$ cat src/rtl/tanh_pkg.sv
// Shared defaults, mode encoding and the elaboration-time tanh breakpoint table
// for the streaming tanh activation unit.
package tanh_pkg;

  localparam int unsigned TANH_W    = 8;
  localparam int unsigned TANH_FRAC = 5;
  localparam int unsigned TANH_NSEG = 8;

  typedef enum logic {
    TANH_PWL  = 1'b0,
    TANH_HARD = 1'b1
  } tanh_mode_e;

  // tanh(0.5) in Q2.30, seed for the addition-formula recurrence below
  localparam longint unsigned TANH_T0_Q30 = 64'd496194519;

  // E[i] = min(round(tanh(i*0.5) * 2^(w-1)), 2^(w-1)-1), built from
  // tanh(a+b) = (tanh a + tanh b) / (1 + tanh a * tanh b) in Q2.30.
  function automatic int unsigned tanh_tab(input int unsigned i, input int unsigned w);
    longint unsigned t;
    longint unsigned num;
    longint unsigned den;
    longint unsigned e;
    longint unsigned maxv;
    t = 64'd0;
    for (int unsigned j = 0; j < i; j++) begin
      num = (t + TANH_T0_Q30) << 30;
      den = (64'd1 << 30) + ((t * TANH_T0_Q30) >> 30);
      t   = num / den;
    end
    e    = ((t << (w - 1)) + (64'd1 << 29)) >> 30;
    maxv = (64'd1 << (w - 1)) - 64'd1;
    if (e > maxv) e = maxv;
    return 32'(e);
  endfunction

endpackage

$ cat src/rtl/tanh_pwl_seg.sv
// Combinational stage-2 datapath: PWL interpolation, hard-tanh clamp and sign
// application on the registered stage-1 operands.
module tanh_pwl_seg
  import tanh_pkg::*;
#(
  parameter int unsigned W    = TANH_W,
  parameter int unsigned FRAC = TANH_FRAC
) (
  input  logic            mode,
  input  logic            sign,
  input  logic [W-1:0]    m,
  input  logic [FRAC-2:0] r,
  input  logic            sat1,
  input  logic [W-1:0]    e0,
  input  logic [W-1:0]    e1,
  output logic [W-1:0]    y_c
);

  localparam int unsigned RW = FRAC - 1;
  localparam int unsigned SH = W - 1 - FRAC;
  localparam int unsigned PW = W + RW;
  localparam logic [W-1:0] MAXV = {1'b0, {(W-1){1'b1}}};
  localparam logic [W-1:0] ONE  = W'(1) << FRAC;

  logic [W-1:0]  diff;
  logic [PW-1:0] prod;
  logic [W-1:0]  interp;
  logic [W-1:0]  hard;
  logic [W-1:0]  mag;

  // Table is monotonic, so the slope is never negative and floor is a plain shift
  always_comb begin
    diff   = e1 - e0;
    prod   = PW'(diff) * PW'(r);
    interp = e0 + W'(prod >> RW);
    hard   = (m >= ONE) ? MAXV : W'(m << SH);
    mag    = sat1 ? MAXV : interp;
    if (tanh_mode_e'(mode) == TANH_HARD) mag = hard;
    y_c    = sign ? W'(~mag + W'(1)) : mag;
  end

endmodule

$ cat src/rtl/tanh_pwl_stream.sv
// Streaming tanh activation: 2-stage valid/ready pipeline, PWL or hard-tanh per beat.
// Optional saturation counter enabled by defining TANH_SAT_CNT_EN.
module tanh_pwl_stream
  import tanh_pkg::*;
#(
  parameter int unsigned W    = TANH_W,
  parameter int unsigned FRAC = TANH_FRAC,
  parameter int unsigned NSEG = TANH_NSEG
) (
  input  logic         clk,
  input  logic         rst,
  input  logic         in_valid,
  output logic         in_ready,
  input  logic [W-1:0] in_data,
  input  logic         in_mode,
  output logic         out_valid,
  input  logic         out_ready,
  output logic [W-1:0] out_data
`ifdef TANH_SAT_CNT_EN
  ,
  output logic [15:0]  sat_count
`endif
);

  localparam int unsigned RW = FRAC - 1;
  localparam int unsigned IW = $clog2(NSEG + 1);

  logic [W-1:0] etab [0:NSEG];

  for (genvar i = 0; i <= int'(NSEG); i++) begin : g_tab
    assign etab[i] = W'(tanh_pkg::tanh_tab(32'(i), W));
  end

  logic          en;
  logic [W-1:0]  m_c;
  logic [W-1:0]  k_c;
  logic          sat1_c;
  logic [IW-1:0] k_idx_c;
  logic [IW-1:0] k1_idx_c;

  logic          s1_valid;
  logic          s1_sign;
  logic          s1_mode;
  logic [W-1:0]  s1_m;
  logic [RW-1:0] s1_r;
  logic          s1_sat;
  logic [W-1:0]  s1_e0;
  logic [W-1:0]  s1_e1;
  logic [W-1:0]  y_c;

  // Both stages move together; a held output freezes the whole pipe
  assign en       = !out_valid || out_ready;
  assign in_ready = en;

  // Unsigned W-bit magnitude: the most negative input maps to 2^(W-1) cleanly
  assign m_c      = in_data[W-1] ? W'(~in_data + W'(1)) : in_data;
  assign k_c      = m_c >> RW;
  assign sat1_c   = k_c >= W'(NSEG);
  assign k_idx_c  = sat1_c ? '0 : IW'(k_c);
  assign k1_idx_c = IW'(k_idx_c + IW'(1));

  always_ff @(posedge clk) begin
    if (en && in_valid) begin
      s1_sign <= in_data[W-1];
      s1_mode <= in_mode;
      s1_m    <= m_c;
      s1_r    <= m_c[RW-1:0];
      s1_sat  <= sat1_c;
      s1_e0   <= etab[k_idx_c];
      s1_e1   <= etab[k1_idx_c];
    end
  end

  tanh_pwl_seg #(
    .W    (W),
    .FRAC (FRAC)
  ) u_seg (
    .mode (s1_mode),
    .sign (s1_sign),
    .m    (s1_m),
    .r    (s1_r),
    .sat1 (s1_sat),
    .e0   (s1_e0),
    .e1   (s1_e1),
    .y_c  (y_c)
  );

  always_ff @(posedge clk) begin
    if (rst) begin
      s1_valid  <= 1'b0;
      out_valid <= 1'b0;
      out_data  <= '0;
    end else if (en) begin
      s1_valid  <= in_valid;
      out_valid <= s1_valid;
      if (s1_valid) out_data <= y_c;
    end
  end

`ifdef TANH_SAT_CNT_EN
  localparam logic [W-1:0] ONE = W'(1) << FRAC;

  logic sat_c;
  logic out_sat;

  // Saturation definition depends on the mode the beat carried
  assign sat_c = (tanh_mode_e'(s1_mode) == TANH_HARD) ? (s1_m >= ONE) : s1_sat;

  always_ff @(posedge clk) begin
    if (rst) begin
      out_sat <= 1'b0;
    end else if (en && s1_valid) begin
      out_sat <= sat_c;
    end
  end

  always_ff @(posedge clk) begin
    if (rst) begin
      sat_count <= '0;
    end else if (out_valid && out_ready && out_sat && (sat_count != 16'hFFFF)) begin
      sat_count <= sat_count + 16'd1;
    end
  end
`endif

endmodule

$ cat config.mk
export PLATFORM = sky130hd
export DESIGN_NAME = tanh_pwl_stream
export DESIGN_NICKNAME = d
export VERILOG_FILES = /design/src/rtl/tanh_pkg.sv /design/src/rtl/tanh_pwl_seg.sv /design/src/rtl/tanh_pwl_stream.sv
export SDC_FILE = /design/constraint.sdc
export NUM_CORES = 1
export LEC_CHECK = 0
export ABC_AREA = 1
export BUFFER_PORTS_ARGS = -buffer_cell sky130_fd_sc_hd__buf_2
export CELL_PAD_IN_SITES_DETAIL_PLACEMENT = 1
export CELL_PAD_IN_SITES_GLOBAL_PLACEMENT = 1
export CORE_MARGIN = 2
export CORE_UTILIZATION = 42
export CTS_BUF_LIST = sky130_fd_sc_hd__clkbuf_2
export CTS_CLUSTER_DIAMETER = 100
export CTS_CLUSTER_SIZE = 20
export DETAILED_ROUTE_END_ITERATION = 16
export HOLD_SLACK_MARGIN = 0.03
export PLACE_DENSITY = 0.88
export SYNTH_ARGS = -nofsm -noshare
export SYNTH_HDL_FRONTEND = slang
export SYNTH_SLANG_ARGS = --single-unit
$ cat constraint.sdc
create_clock -name clk -period 4.7 [get_ports clk]
set_clock_uncertainty 0.2 [all_clocks]
set_input_delay 0 -clock clk [delete_from_list [all_inputs] [get_ports clk]]
set_output_delay 0 -clock clk [all_outputs]
set_load 0.01 [all_outputs]
==> results of run 1 <==
-- worst max-delay path: cells and delay by family (launching register included) --
family                     cells  cell delay [ns]
adders and majority gates      5             1.87
and+or+nand+nor               17             1.79
AOI/OAI and AO/OA              4             0.67
buffers and inverters          7             0.60
DFF                            1             0.54
xor gates and xnor gates       2             0.33
-- through the flow --
stage               instance area (µm²)   util
global placement                   3800  0.519
floorplan                          3290      -
detailed placement                 3800  0.519
global route                       4580  0.625
CTS                                4250  0.579
finish                             4580  0.625
-- flip-flops by register name, summed over array words and instances, names as in the netlist --
signal     count
out_data       8
s1_m           8
s1_e0          6
s1_e1          6
out_valid      1
s1_mode        1
s1_sat         1
s1_sign        1
s1_valid       1
-- cell usage after synthesis, types with 5 or more instances --
| master | instances | area share |
|---|---|---|
| nand2_1 | 98 | 0.11 |
| inv_1 | 82 | 0.096 |
| nor2_1 | 46 | 0.054 |
| ha_1 | 34 | 0.13 |
| nand3_1 | 25 | 0.039 |
| edfxtp_1 | 23 | 0.22 |
| a21oi_1 | 19 | 0.030 |
| fa_1 | 13 | 0.081 |
| o21ai_0 | 11 | 0.017 |
| xor2_1 | 11 | 0.030 |
| dfxtp_1 | 10 | 0.062 |
| xnor2_1 | 6 | 0.016 |
| or2_2 | 5 | 0.0098 |
-- routing by layer --
metal  vias to the layer above  global-route usage
met3                       166              0.0515
met5                         -                   0
li1                       1513                   -
met2                       299               0.624
met4                         0               0.253
met1                      1787               0.325
-- area by class of cell --
| cell class | count | area share |
|---|---|---|
| flip-flops and latches | 33 | 0.194 |
| well taps | 99 | 0.0270 |
| clock buffers | 5 | 0.00546 |
| multi-input cells | 301 | 0.548 |
| repair buffers | 92 | 0.151 |
| clock inverters | 3 | 0.00382 |
| inverters | 86 | 0.0704 |
| diodes | 1 | 0.000546 |
-- worst max-delay path by stage --
stage	endpoint	from	slack, ns	cells past startpoint
floorplan	out_data[7]	s1_e0[1]	-0.31	33
global route	out_data[7]	s1_e0[1]	-1.56	32
finish	out_data[7]	s1_e0[1]	-1.38	35
CTS	out_data[7]	s1_e0[0]	-0.61	29
detailed placement	out_data[7]	s1_e0[0]	-0.79	30
global placement	out_data[7]	s1_e0[0]	-0.59	30
-- kinds of logic (layout without fill, tap and decap cells) --
logic type,after synthesis,after routing,share of synthesized area
AO/OA/AOI/OAI,41,41,0.0707
adder cells (fa/ha/maj),47,47,0.214
other,0,1,0
XOR/XNOR,20,20,0.0652
AND/OR/NAND/NOR,193,193,0.268
flip-flops,33,33,0.278
buffers and inverters,88,186,0.104
-- cell usage in the layout (no fill, tap or decap), types with 2 or more instances in the layout --
master and n:
nor3_2 2, nand3_2 11, o21ai_2 3, a21oi_2 5, xnor2_1 2, nor2_4 6
nand2_1 75, nor2_1 39, edfxtp_1 23, buf_2 22, xor2_4 2, nand2_2 19
o221ai_1 2, dlygate4sd3_1 13, dfxtp_1 10, nand2_4 7, xor2_2 4, inv_2 15
fa_2 2, nand4_1 3, ha_1 20, xor2_1 6, nand3_1 16, clkinv_2 2
a21oi_4 4, buf_4 51, buf_6 6, a21oi_1 11, o21ai_4 3, or2_2 5
inv_1 71, o21ai_0 9, xnor2_2 5, nor2_2 6, clkbuf_2 5, ha_2 2
ha_4 12, fa_1 11
-- timing repair --
action,4_1_cts,5_1_grt
hold buffers,13,0
cloned,0,0
endpoints found under the setup margin,7,7
resized for setup,35,61
endpoints found under the hold margin,24,0
buffers inserted,7,13
pin swaps,29,36
==> run metrics, run 1 <==
outcome=finished, violations left; number of global-route vias before repair=3885; clock-pin slew on the worst setup and hold paths=0.25 ns; Area Overhead vs Synth=43.1%; fill count=855; Worst Setup Start Kind=register; Min Clock Period, post-route=6.08 ns; multi-input combinational cell area=2510 µm²; Top FF cell, synth=edfxtp_1; R2R setup slack=-1.38 ns; Least-Margin Pin Slew=1.18 ns; clock network latency to the later pin of the worst-skew pair=0.44 ns; critical path's slowest cell=fa_1; Final ANT Viol Nets=0; WP data arrival=6.27 ns; Register Area=891 µm²; starting density of the core=0.437; Avg WL per Cell=27.9 µm; NumNets Final=579; total wire length=17300 µm; CTS buffer count=5; CP Capture Type=register; min-delay src=in_mode; Tcrit/Tclk final=1.29; Worst Hold Path Cells=2; CTS tree=done; post-detail-place hpwl=7460 µm; Hold Path Class=primary input to register; Die Width=91.3 µm; Fmax=164 MHz; clk sinks=33; Core Region=7330 µm²; Layout Cells excl Fill=620; FF-to-FF Start=s1_e0[1]; count of pins over their slew limit=0; Inst Count DP=579; DIE HEIGHT=91.3 µm; DRT Pass-1 Iters=5; sequential area share after synthesis=0.278; Req. time, crit path=4.89 ns; failing checks=negative setup slack; hold path endpoint=s1_mode; WS Path Type=register to register; die area=8340 µm²; highest metal used=met4; H-tree depth=2; max_slew headroom=0.210; share of cells above drive strength 1=0.390; via count=3765; global placement routability congestion=0.873; Post-Syn Nets=482; number of synthesized flops with an enable pin=23; Root Driver=clkbuf_2; r2r worst-path depth=35; number of DRC markers in iteration 0=249; endpoints failing hold=0; antenna violations before repair=1; Yosys reg bits=33; first-pass GRT wire length=20900 µm; DP Worst Slack=-0.788 ns; CP Max Fanout=5; Final Setup Violations=8; FP Rows=31; WL met1=5880 µm; PortBufs=22; RSZ-0062 raised after global routing=true; hold_ws=0.0998 ns; synth warn=0; number of remaining DRC errors=0; Final WS setup=-1.38 ns; met2 wire length=8080 µm; met3 wire length=1280 µm; Post-Syn Instances=422; largest net degree at the start of global routing=24; Vias/cell=6.07; Critical R2R Capture=out_data[7]; # IOs=23; Async SR Flop Fraction=0; setup TNS=-7.73 ns; synthesized cell area=3200 µm²; Synth Area per Inst=7.59 µm²; maxcap violations=0; CP max stage delay=0.55 ns; Netlist cell types=35; Total GRT Usage=0.333; CTS Buffer Depth=2; grt ovf=0
Power of run 1 is left out: the tool's default activity adds up to more than one toggle a clock period on the data nets, which glitch-free logic cannot reach.
==> run 2: changes to the inputs <==
--- a/config.mk
+++ b/config.mk
@@ -6,15 +6,15 @@
 export NUM_CORES = 1
 export LEC_CHECK = 0
 export ABC_AREA = 1
-export BUFFER_PORTS_ARGS = -buffer_cell sky130_fd_sc_hd__buf_2
 export CELL_PAD_IN_SITES_DETAIL_PLACEMENT = 1
 export CELL_PAD_IN_SITES_GLOBAL_PLACEMENT = 1
 export CORE_MARGIN = 2
-export CORE_UTILIZATION = 42
-export CTS_BUF_LIST = sky130_fd_sc_hd__clkbuf_2
+export CORE_UTILIZATION = 45
+export CTS_BUF_LIST = sky130_fd_sc_hd__clkbuf_2 sky130_fd_sc_hd__clkbuf_4 sky130_fd_sc_hd__clkbuf_8
 export CTS_CLUSTER_DIAMETER = 100
 export CTS_CLUSTER_SIZE = 20
 export DETAILED_ROUTE_END_ITERATION = 16
+export DONT_BUFFER_PORTS = 1
 export HOLD_SLACK_MARGIN = 0.03
 export PLACE_DENSITY = 0.88
 export SYNTH_ARGS = -nofsm -noshare
==> run metrics, run 2 (same netlist as run 1, synthesis figures left out) <==
Final Setup Violations=7; WS Path Type=register to register; Fmax=167 MHz; Tcrit/Tclk final=1.27; Final WS setup=-1.28 ns; first-pass GRT wire length=20800 µm; Worst Setup Start Kind=register; most frequent cells in the layout=inv_1 (68), nand2_1 (61), buf_4 (61), nor2_1 (39), nand2_2 (30); count of pins over their slew limit=0; Post-DP Area=3670 µm²; critical path's slowest cell=fa_1; Least-Margin Pin Slew=1.12 ns; DIE HEIGHT=88.4 µm; H-tree depth=2; failing checks=negative setup slack; global placement routability congestion=0.824; outcome=finished, violations left; FF-to-FF Start=s1_e1[1]; post-detail-place hpwl=7260 µm; CP Max Fanout=3; Worst Hold Path Cells=1; Root Driver=clkbuf_8; clock network latency to the later pin of the worst-skew pair=0.32 ns; via count=3658; Final ANT Viol Nets=0; share of cells above drive strength 1=0.413; FP Rows=30; Avg WL per Cell=28.0 µm; # IOs=23; endpoints failing hold=0; CTS tree=done; hold path endpoint=s1_mode; Critical R2R Capture=out_data[7]; clk sinks=33; CP max stage delay=0.52 ns; final instance area=4690 µm²; Die Width=88.4 µm; total wire length=16800 µm; Antenna Cells=0; number of DRC markers in iteration 0=197; CTS buffer count=5; clock-pin slew on the worst setup and hold paths=0.10 ns; Req. time, crit path=4.71 ns; RSZ-0062 raised after global routing=true; R2R setup slack=-1.28 ns; largest net degree at the start of global routing=24; Vias/cell=6.08; CTS Buffer Depth=2; Core Region=6830 µm²; commonest non-fill, non-tap cell in the layout=inv_1; max_slew headroom=0.249; Area Overhead vs Synth=46.5%; number of global-route vias before repair=3835; Min Clock Period, post-route=5.98 ns; NumNets Final=565; die area=7810 µm²; PortBufs=0; r2r worst-path depth=32; number of remaining DRC errors=0; fill count=786; Hold Path Class=primary input to register; Total GRT Usage=0.364; starting density of the core=0.469; min-delay src=in_mode; CP Capture Type=register; maxcap violations=0; grt ovf=0; Largest regs=out_data x8, s1_m x8; DRT Pass-1 Iters=5; WP data arrival=5.99 ns; antenna violations before repair=0
==> run 2: changes by cell type in the layout (fill, tap and decap cells not counted), sizes merged <==
cell | previous run | this run
buf | 79 | 63
clkbuf | 5 | 6
diode | 1 | 0
dlygate4sd3 | 13 | 15
clkinvlp | 1 | 0
==> run 2: worst max-delay path by stage <==
stage | start | to | slack (ns) | depth (start not counted)
after floorplan | s1_e0[1] | out_data[7] | -0.31 | 33
after global placement | s1_e0[0] | out_data[7] | -0.60 | 30
after detailed placement | s1_e0[0] | out_data[7] | -0.92 | 30
after CTS | s1_e0[0] | out_data[7] | -0.62 | 28
after global routing | s1_e0[0] | out_data[7] | -1.41 | 29
final | s1_e1[1] | out_data[7] | -1.28 | 32
==> run 2: timing repair <==
item,CTS,global route
setup buffers,15,14
endpoints found under the setup margin,7,7
gates resized for setup,70,57
pin swaps,42,45
hold buffers,15,0
endpoints found under the hold margin,26,0
==> run 2: layout make-up <==
class                   count  area, µm²  area share
multi-input cells         301       2640       0.562
repair buffers             78        631       0.134
inverters                  86        325      0.0693
clock inverters             2       10.0     0.00213
well taps                  96        120      0.0256
flip-flops and latches     33        891       0.190
clock buffers               6       76.3      0.0163
==> run 2: per-layer routing <==
metal,global-route usage,routed length (µm)
met5,0,0
met4,0.234,1490
met3,0.0746,1380
met2,0.654,8150
met1,0.386,5820
==> run 2: through the flow <==
step	setup TNS (ns)	utilization	hold WS [ns]	instances	setup WS, ns
final	-6.91	0.687	0.148	602	-1.28
after global routing	-7.60	0.687	0.167	602	-1.41
after CTS	-2.54	0.638	0.127	589	-0.617
after detailed placement	-4.08	0.537	-0.124	551	-0.917
after global placement	-2.80	0.537	-0.129	551	-0.602
after floorplan	-0.596	-	-0.131	422	-0.312
==> run 2: worst max-delay path, delay by kind of cell (launching register included) <==
family	cells	cell delay, ns
buffers and inverters	4	0.30
xor gates and xnor gates	2	0.28
AOI/OAI and AO/OA	8	1.33
DFF	1	0.50
adders and majority gates	5	2.05
and+or+nand+nor	13	1.22
Power of run 2 is left out for the same reason.
